**config.mk**
```make
export PLATFORM = sky130hd
export DESIGN_NAME = rr_buffer_arbiter
export DESIGN_NICKNAME = d
export VERILOG_FILES = /design/src/rtl/rr_buffer_arbiter.sv
export SDC_FILE = /design/constraint.sdc
export NUM_CORES = 1
export LEC_CHECK = 0
export ABC_AREA = 1
export BUFFER_PORTS_ARGS = -buffer_cell sky130_fd_sc_hd__buf_2
export CAP_MARGIN = 20
export CORE_AREA = 3 3 129 131
export DETAILED_ROUTE_END_ITERATION = 6
export DIE_AREA = 0 0 132 134
export PLACE_DENSITY = 0.83
export SETUP_SLACK_MARGIN = 0.1
export SLEW_MARGIN = 20
export SYNTH_ARGS = -nofsm -noshare
export SYNTH_HDL_FRONTEND = slang
export SYNTH_SLANG_ARGS = --single-unit
```
**constraint.sdc**
```tcl
create_clock -name clk -period 7.3 [get_ports clk]
set_input_delay 0.73 -clock clk [delete_from_list [all_inputs] [get_ports clk]]
set_output_delay 0.73 -clock clk [all_outputs]
set_load 0.02 [all_outputs]
```
**src/rtl/rr_buffer_arbiter.sv**
```systemverilog
// Round-robin drain of NUM_PORTS one-cycle-latency read buffers into a 2-entry output queue.
// A grant issues a consume strobe; the returned word is captured one cycle later with its source index.
module rr_buffer_arbiter #(
  parameter int unsigned NUM_PORTS = 4,
  parameter int unsigned WIDTH     = 64,
  localparam int unsigned SRC_W    = $clog2(NUM_PORTS)
) (
  input  logic                       clk,
  input  logic                       rst,
  input  logic                       en,
  input  logic [NUM_PORTS-1:0]       buf_empty,
  input  logic [NUM_PORTS*WIDTH-1:0] buf_data,
  output logic [NUM_PORTS-1:0]       buf_consume,
  output logic [WIDTH-1:0]           out_data,
  output logic [SRC_W-1:0]           out_src,
  output logic                       out_valid,
  input  logic                       out_ready,
  output logic                       busy
);

  logic [1:0]       r_occ;
  logic             r_inflight;
  logic [SRC_W-1:0] r_infl_src;
  logic [SRC_W-1:0] r_last;
  logic [WIDTH-1:0] r_q_data [2];
  logic [SRC_W-1:0] r_q_src  [2];

  logic             w_found;
  logic [SRC_W-1:0] w_pick;
  logic [SRC_W-1:0] w_cand;
  logic             w_pop;
  logic [1:0]       w_load;
  logic             w_grant;
  logic             w_wr_pos;
  logic [WIDTH-1:0] w_cap_data;
  logic [NUM_PORTS-1:0] w_consume;

  // Search starts one past the last granted port and wraps.
  always_comb begin
    w_found = 1'b0;
    w_pick  = '0;
    w_cand  = '0;
    for (int unsigned i = 1; i <= NUM_PORTS; i++) begin
      w_cand = SRC_W'((32'(r_last) + i) % NUM_PORTS);
      if (!w_found && !buf_empty[w_cand]) begin
        w_found = 1'b1;
        w_pick  = w_cand;
      end
    end
  end

  assign w_pop   = out_valid && out_ready;
  assign w_load  = r_occ + 2'(r_inflight);
  // Queue slots are reserved at grant time, counting the word still in flight.
  assign w_grant = !rst && en && w_found && ((w_load < 2'd2) || w_pop);

  always_comb begin
    w_consume = '0;
    if (w_grant) w_consume[w_pick] = 1'b1;
  end

  assign buf_consume = w_consume;
  assign w_cap_data  = buf_data[32'(r_infl_src) * WIDTH +: WIDTH];
  // Tail slot after any head pop this cycle.
  assign w_wr_pos    = w_pop ? (r_occ == 2'd2) : (r_occ == 2'd1);

  always_ff @(posedge clk) begin
    if (rst) begin
      r_occ       <= '0;
      r_inflight  <= 1'b0;
      r_infl_src  <= '0;
      r_last      <= SRC_W'(NUM_PORTS - 1);
      r_q_data[0] <= '0;
      r_q_data[1] <= '0;
      r_q_src[0]  <= '0;
      r_q_src[1]  <= '0;
    end else begin
      r_inflight <= w_grant;
      if (w_grant) begin
        r_last     <= w_pick;
        r_infl_src <= w_pick;
      end
      if (w_pop) begin
        r_q_data[0] <= r_q_data[1];
        r_q_src[0]  <= r_q_src[1];
      end
      if (r_inflight) begin
        r_q_data[w_wr_pos] <= w_cap_data;
        r_q_src[w_wr_pos]  <= r_infl_src;
      end
      r_occ <= r_occ + 2'(r_inflight) - 2'(w_pop);
    end
  end

  assign out_valid = (r_occ != 2'd0);
  assign out_data  = r_q_data[0];
  assign out_src   = r_q_src[0];
  assign busy      = r_inflight || (r_occ != 2'd0);

endmodule

```
# Yosys cells after proc, flatten, opt, wreduce, memory -nomap -nowiden
# Memories as Yosys holds them, arrays and structs flattened.
# Index checks and enable logic that the tools add are counted.
# classes
n_addsub	6
reduce_logical	19
multipliers	0
shift	1
bitwise	2
eq_ne	2
mux	36
magnitude_cmp	7
div_mod_pow	0
# op_table
cell	count
$shiftx A256 B9 Y64	1
$mux W64	2
$reduce_or A64 Y1	1
$mux W1	22
$lt A2 B3 Y1 const B	5
$mux W2	6
$bmux W1 S2	4
$logic_and A1 B1 Y1	8
$logic_not A1 Y1	6
$add A2 B1 Y2 const B	2
$add A2 B2 Y2 const B	2
$mux W4	1
$add A2 B1 Y2	1
$demux W1 S2	1
$eq A2 B1 Y1 const B	1
$eq A2 B2 Y1 const B	1
$ge A2 B1 Y1 const B	1
$logic_or A1 B1 Y1	2
$lt A2 B2 Y1 const B	1
$or A1 B1 Y1	2
$reduce_bool A2 Y1	1
$reduce_or A2 Y1	1
$sub A2 B1 Y2	1
# totals
romBits	0
out_inout_bits	72
n_memories	2
latch_bits	0
wordCells	79
reg_bits	7
mem_bits_rw	132
in_bits	264
# memory_table
name	depth	word_bits	read_ports	rd_ports_with_merged_regs	write_ports	line_no	rtl
r_q_data	2	64	2	0	2	25	logic [WIDTH-1:0] r_q_data [2];
r_q_src	2	2	2	0	2	26	logic [SRC_W-1:0] r_q_src [2];

# Longest topological paths before layout
# depth
word_depth	17
ltp_mapped	11
ltp_nobuf	11

# Least setup slack after synthesis
# Ideal clock, no wire load.
# synth_timing
kind	in2reg
from	in rst
to	mem r_q_data[0][0], enable pin
stages	6
path_buffers	3
setup_ps	871
path_slack_ps	3519
arrival_ps	2910
cell_sequence	buf_2 > nor2_1 > nand2_1 > buf_4 > buf_6 > nand3_1
# synth_rtl
item	line_no	rtl
from (decl)	9	input logic rst,
to (decl)	25	

# Final worst setup path
# layout_timing
from	reg r_last[0]
to	out buf_consume[3]
# layout_via
elab_chain_len	17
word_cells_on_any_way	36
classes_between	add/sub: 4; order compare: 2; mux: 19; reduce/logical: 11
# layout_lines
item	line_no	rtl
from (decl)	24	logic [SRC_W-1:0] r_last;
from (signal assigned)	72	r_last <= SRC_W'(NUM_PORTS - 1);
from (signal assigned)	80	r_last <= w_pick;
$add A2 B2 Y2	44	w_cand = SRC_W'((32'(r_last) + i) % NUM_PORTS);
$bmux W1 S2	45	if (!w_found && !buf_empty[w_cand]) begin
$mux W1 (implied by the code)	45	
$logic_not A1 Y1	45	
$logic_and A1 B1 Y1	45	
$mux W1	45	
$logic_not A1 Y1	45	
$logic_and A1 B1 Y1	45	
$mux W1	45	
$logic_not A1 Y1	45	
$logic_and A1 B1 Y1	45	
$mux W2	45	
$lt A2 B3 Y1 (implied by the code) / $ge A2 B1 Y1 (equally long branches)	59	if (w_grant) w_consume[w_pick] = 1'b1;
$logic_and A1 B1 Y1 (implied by the code)	59	
$mux W1 (implied by the code)	59	
$demux W1 S2	59	
$mux W4 (*)	59	
to (decl)	13	output logic [NUM_PORTS-1:0] buf_consume,
# Every way passes the cells marked *; elsewhere a longest branch is shown, timed or not. The select of a mux whose other input is x is not followed.

==> reports/qor.csv <==
metric;value;unit
Via Count;7245;
Critical R2R Capture;r_q_data[1][26];
Clock Sinks;139;
Post-DRT Antenna Nets;0;
setup TNS;0;ns
DRT Wirelength;21.6;mm
Layout Cells excl Fill;1345;
CTS Buf Count;17;
Gate Count Post-Synth;829;
Syn Nets;1095;
period utilization;40.2;%
Fin. Hold Viols;0;
Least-Margin Pin Slew;0.946;ns
Top Ports;336;
WHS Path Cells;2;
count of different cell masters after synthesis;26;
Max rail drop VDD;156;uV
unrepaired setup endpoints after global routing;no;
P per Cell Area;304;nW/um^2
grt total ovfl;0;
Final GP Congestion;0.872;
fin area;9890;sq um
Sequential cell area;4110;sq um
Post-CTS Setup Bufs;0;
Slew Viols, Final;0;
Worst Path Required;6.57;ns
Synth Cell Area;7570;sq um
Starting DRT DRC Count;493;
worst reg-to-reg setup slack;4.52;ns
CP bufs+invs;3;
fraction of layout instances using a drive strength above 1;34.8;%
Wirelength per Cell;16.1;um
area of the multi-input gates;3040;sq um
TritonCTS clock tree;yes;
Worst Min Path Start;r_infl_src[1];
Pleak;4.51;nW
largest net degree at the start of global routing;132;
htree depth;4;
vias per inst;5.39;
Avg Synthesized Cell Area;9.14;sq um
I/O Buffers;335;
R2R cell count;7;
initial antenna violation count;0;
DPL Wire Length;14.7;mm
Hold EP;r_infl_src[1];
drt first pass iters;5;
setup violators final;0;
Area Overhead vs Synth;30.6;%
CP cell instances;inv_1, nand2_1, nand2_1, nand2_1, nand2_1, nand2_2, nand2_2, inv_2, nand3_2, nor2_1, buf_2;
element type at the critical path end;output pin;
wire length of the first global-routing pass;33.2;mm
fin crit period;2.94;ns
diode count;0;
Clock transition at path regs;0.06;ns
hold buffers post-CTS;0;
DP Area;9210;sq um
HP Class;flip-flop to flip-flop;
CP delay by family, top;simple AND/OR/NAND/NOR gates;
Synthesis Warnings;0;
critical path launch point type;flip-flop;
std cell rows;46;
CP most frequent cell;nand2_1;
critical path's slowest cell;dfxtp_1;
Initial Utilization;48.2;%
slowest stage delay, CP;0.65;ns
# resized after CTS;0;
Global Route Usage Sum;23.4;%
vias in the first global route;6832;
slew margin rel.;36.9;%
WS Path Type;flip-flop to output pin;
synthesized flop and latch total;139;
Core Box Area;15700;sq um
clock tree buffer depth;2;
CP max FO;12;
worst skew pair latency;0.41;ns
main flop type after synthesis;edfxtp_1;
Critical Path AT;2.21;ns
Max Clk Rate;0.340;GHz
Fillers;1348;
Final #Nets;1382;
asr flop ratio synth;0;%
status;finished, final reports clean;
Clock Skew;0.00612;ns
die height;134;um
dpl cells;1312;
maxcap violations;0;
DIE AREA;17700;sq um
reg-to-reg startpoint;r_occ[0];
Root Driver;clkbuf_16;
width of the chip;132;um
Post-synth EDFFs;132;
DRC;0;
sequential element share of the synthesized area;54.2;%
-- logic make-up (layout without fill, tap and decap cells) --
family	count (synthesis)	count (layout)	synth area share, %
flip-flops	139	139	54.2
buffers and inverters	91	391	6.21
AND/OR/NAND/NOR	391	391	21.2
adder cells (fa/ha/maj)	2	2	0.330
XOR/XNOR	3	3	0.347
AO/OA/AOI/OAI	203	203	17.7
-- synth_stat cells (all sizes together) (2+ instances only) --
cell | count | area share, %
a21oi | 70 | 4.6
a32o | 64 | 8.5
buf | 54 | 4.4
clkbuf | 19 | 0.94
dfxtp | 7 | 1.8
edfxtp | 132 | 52
ha | 2 | 0.33
inv | 17 | 0.84
nand2 | 235 | 12
nand3 | 77 | 5.2
nor2 | 77 | 3.9
o21ai | 69 | 4.6
xor2 | 2 | 0.23
-- how the worst max path moves through the flow --
stage	startpoint	endpoint	slack, ns	cells past startpoint
after global placement	out_ready	r_q_data[1][38]	4.11	7
after floorplan	rst	r_q_data[0][0]	3.52	6
final	r_last[0]	buf_consume[3]	4.36	11
after detailed placement	out_ready	r_q_data[1][36]	4.06	7
after global routing	r_last[0]	buf_consume[1]	4.11	11
after CTS	r_last[0]	buf_consume[3]	4.33	11
-- through the flow --
step	hold WS (ns)	power (mW)	util, %	setup WS, ns
after global routing	0.562	3.17	63.0	4.11
after global placement	0.494	2.04	58.6	4.11
after floorplan	0.444	1.76	-	3.52
after detailed placement	0.492	2.06	58.6	4.06
after CTS	0.522	3.03	62.8	4.33
final	0.518	3.01	63.0	4.36
-- routing by layer --
metal	track usage [%]	vias to the layer above	part of all wire, %
met1	26.4	3342	39
met4	9.45	0	2.4
met2	42.0	323	51
li1	-	3544	-
met5	0	-	0
met3	6.45	36	8.2
-- layout by cell type, fill, tap and decap left out, types with 2 or more instances in the layout --
cell type / Yosys / routed
a21oi_1: 70 / 70
a32o_1: 64 / 64
buf_2: 37 / 335
buf_4: 6 / 5
bufinv_16: 0 / 6
clkbuf_1: 19 / 2
clkbuf_16: 0 / 17
clkinv_2: 0 / 3
clkinv_4: 0 / 2
dfxtp_1: 7 / 6
edfxtp_1: 132 / 132
ha_1: 2 / 2
inv_1: 16 / 15
nand2_1: 226 / 223
nand2_2: 9 / 10
nand2_4: 0 / 2
nand3_1: 75 / 74
nand3_2: 2 / 2
nor2_1: 76 / 75
nor2_4: 1 / 2
o21ai_0: 64 / 64
o21ai_1: 4 / 4
xor2_1: 2 / 2
-- worst register-to-register path: stages, from the launching register on --
cell and delay, ns:
dfxtp_1 0.31, inv_1 0.11, nor2_1 0.05, o21ai_0 0.37, inv_1 0.10, nand2_2 0.07
buf_4 0.56, nand2_4 0.68
-- final cells by class --
cell class	instances	area share [%]
multi-input cells	599	30.7
clock buffers	20	4.52
clock inverters	12	2.23
well taps	216	2.73
repair buffers	341	17.5
flip-flops and latches	139	41.5
inverters	18	0.759
-- where the power goes --
part	internal [mW]	leakage [nW]	switching, mW
sequential	1.06	1.44	0.0557
clock	0.649	0.324	0.321
combinational	0.308	2.75	0.618
total	2.02	4.51	0.994
-- sequential cells by signal, summed over array words and instances (netlist names) --
name / count
r_infl_src: 2
r_inflight: 1
r_last: 2
r_occ: 2
r_q_data: 128
r_q_src: 4
No activity file was read; power rests on OpenSTA's default activity.
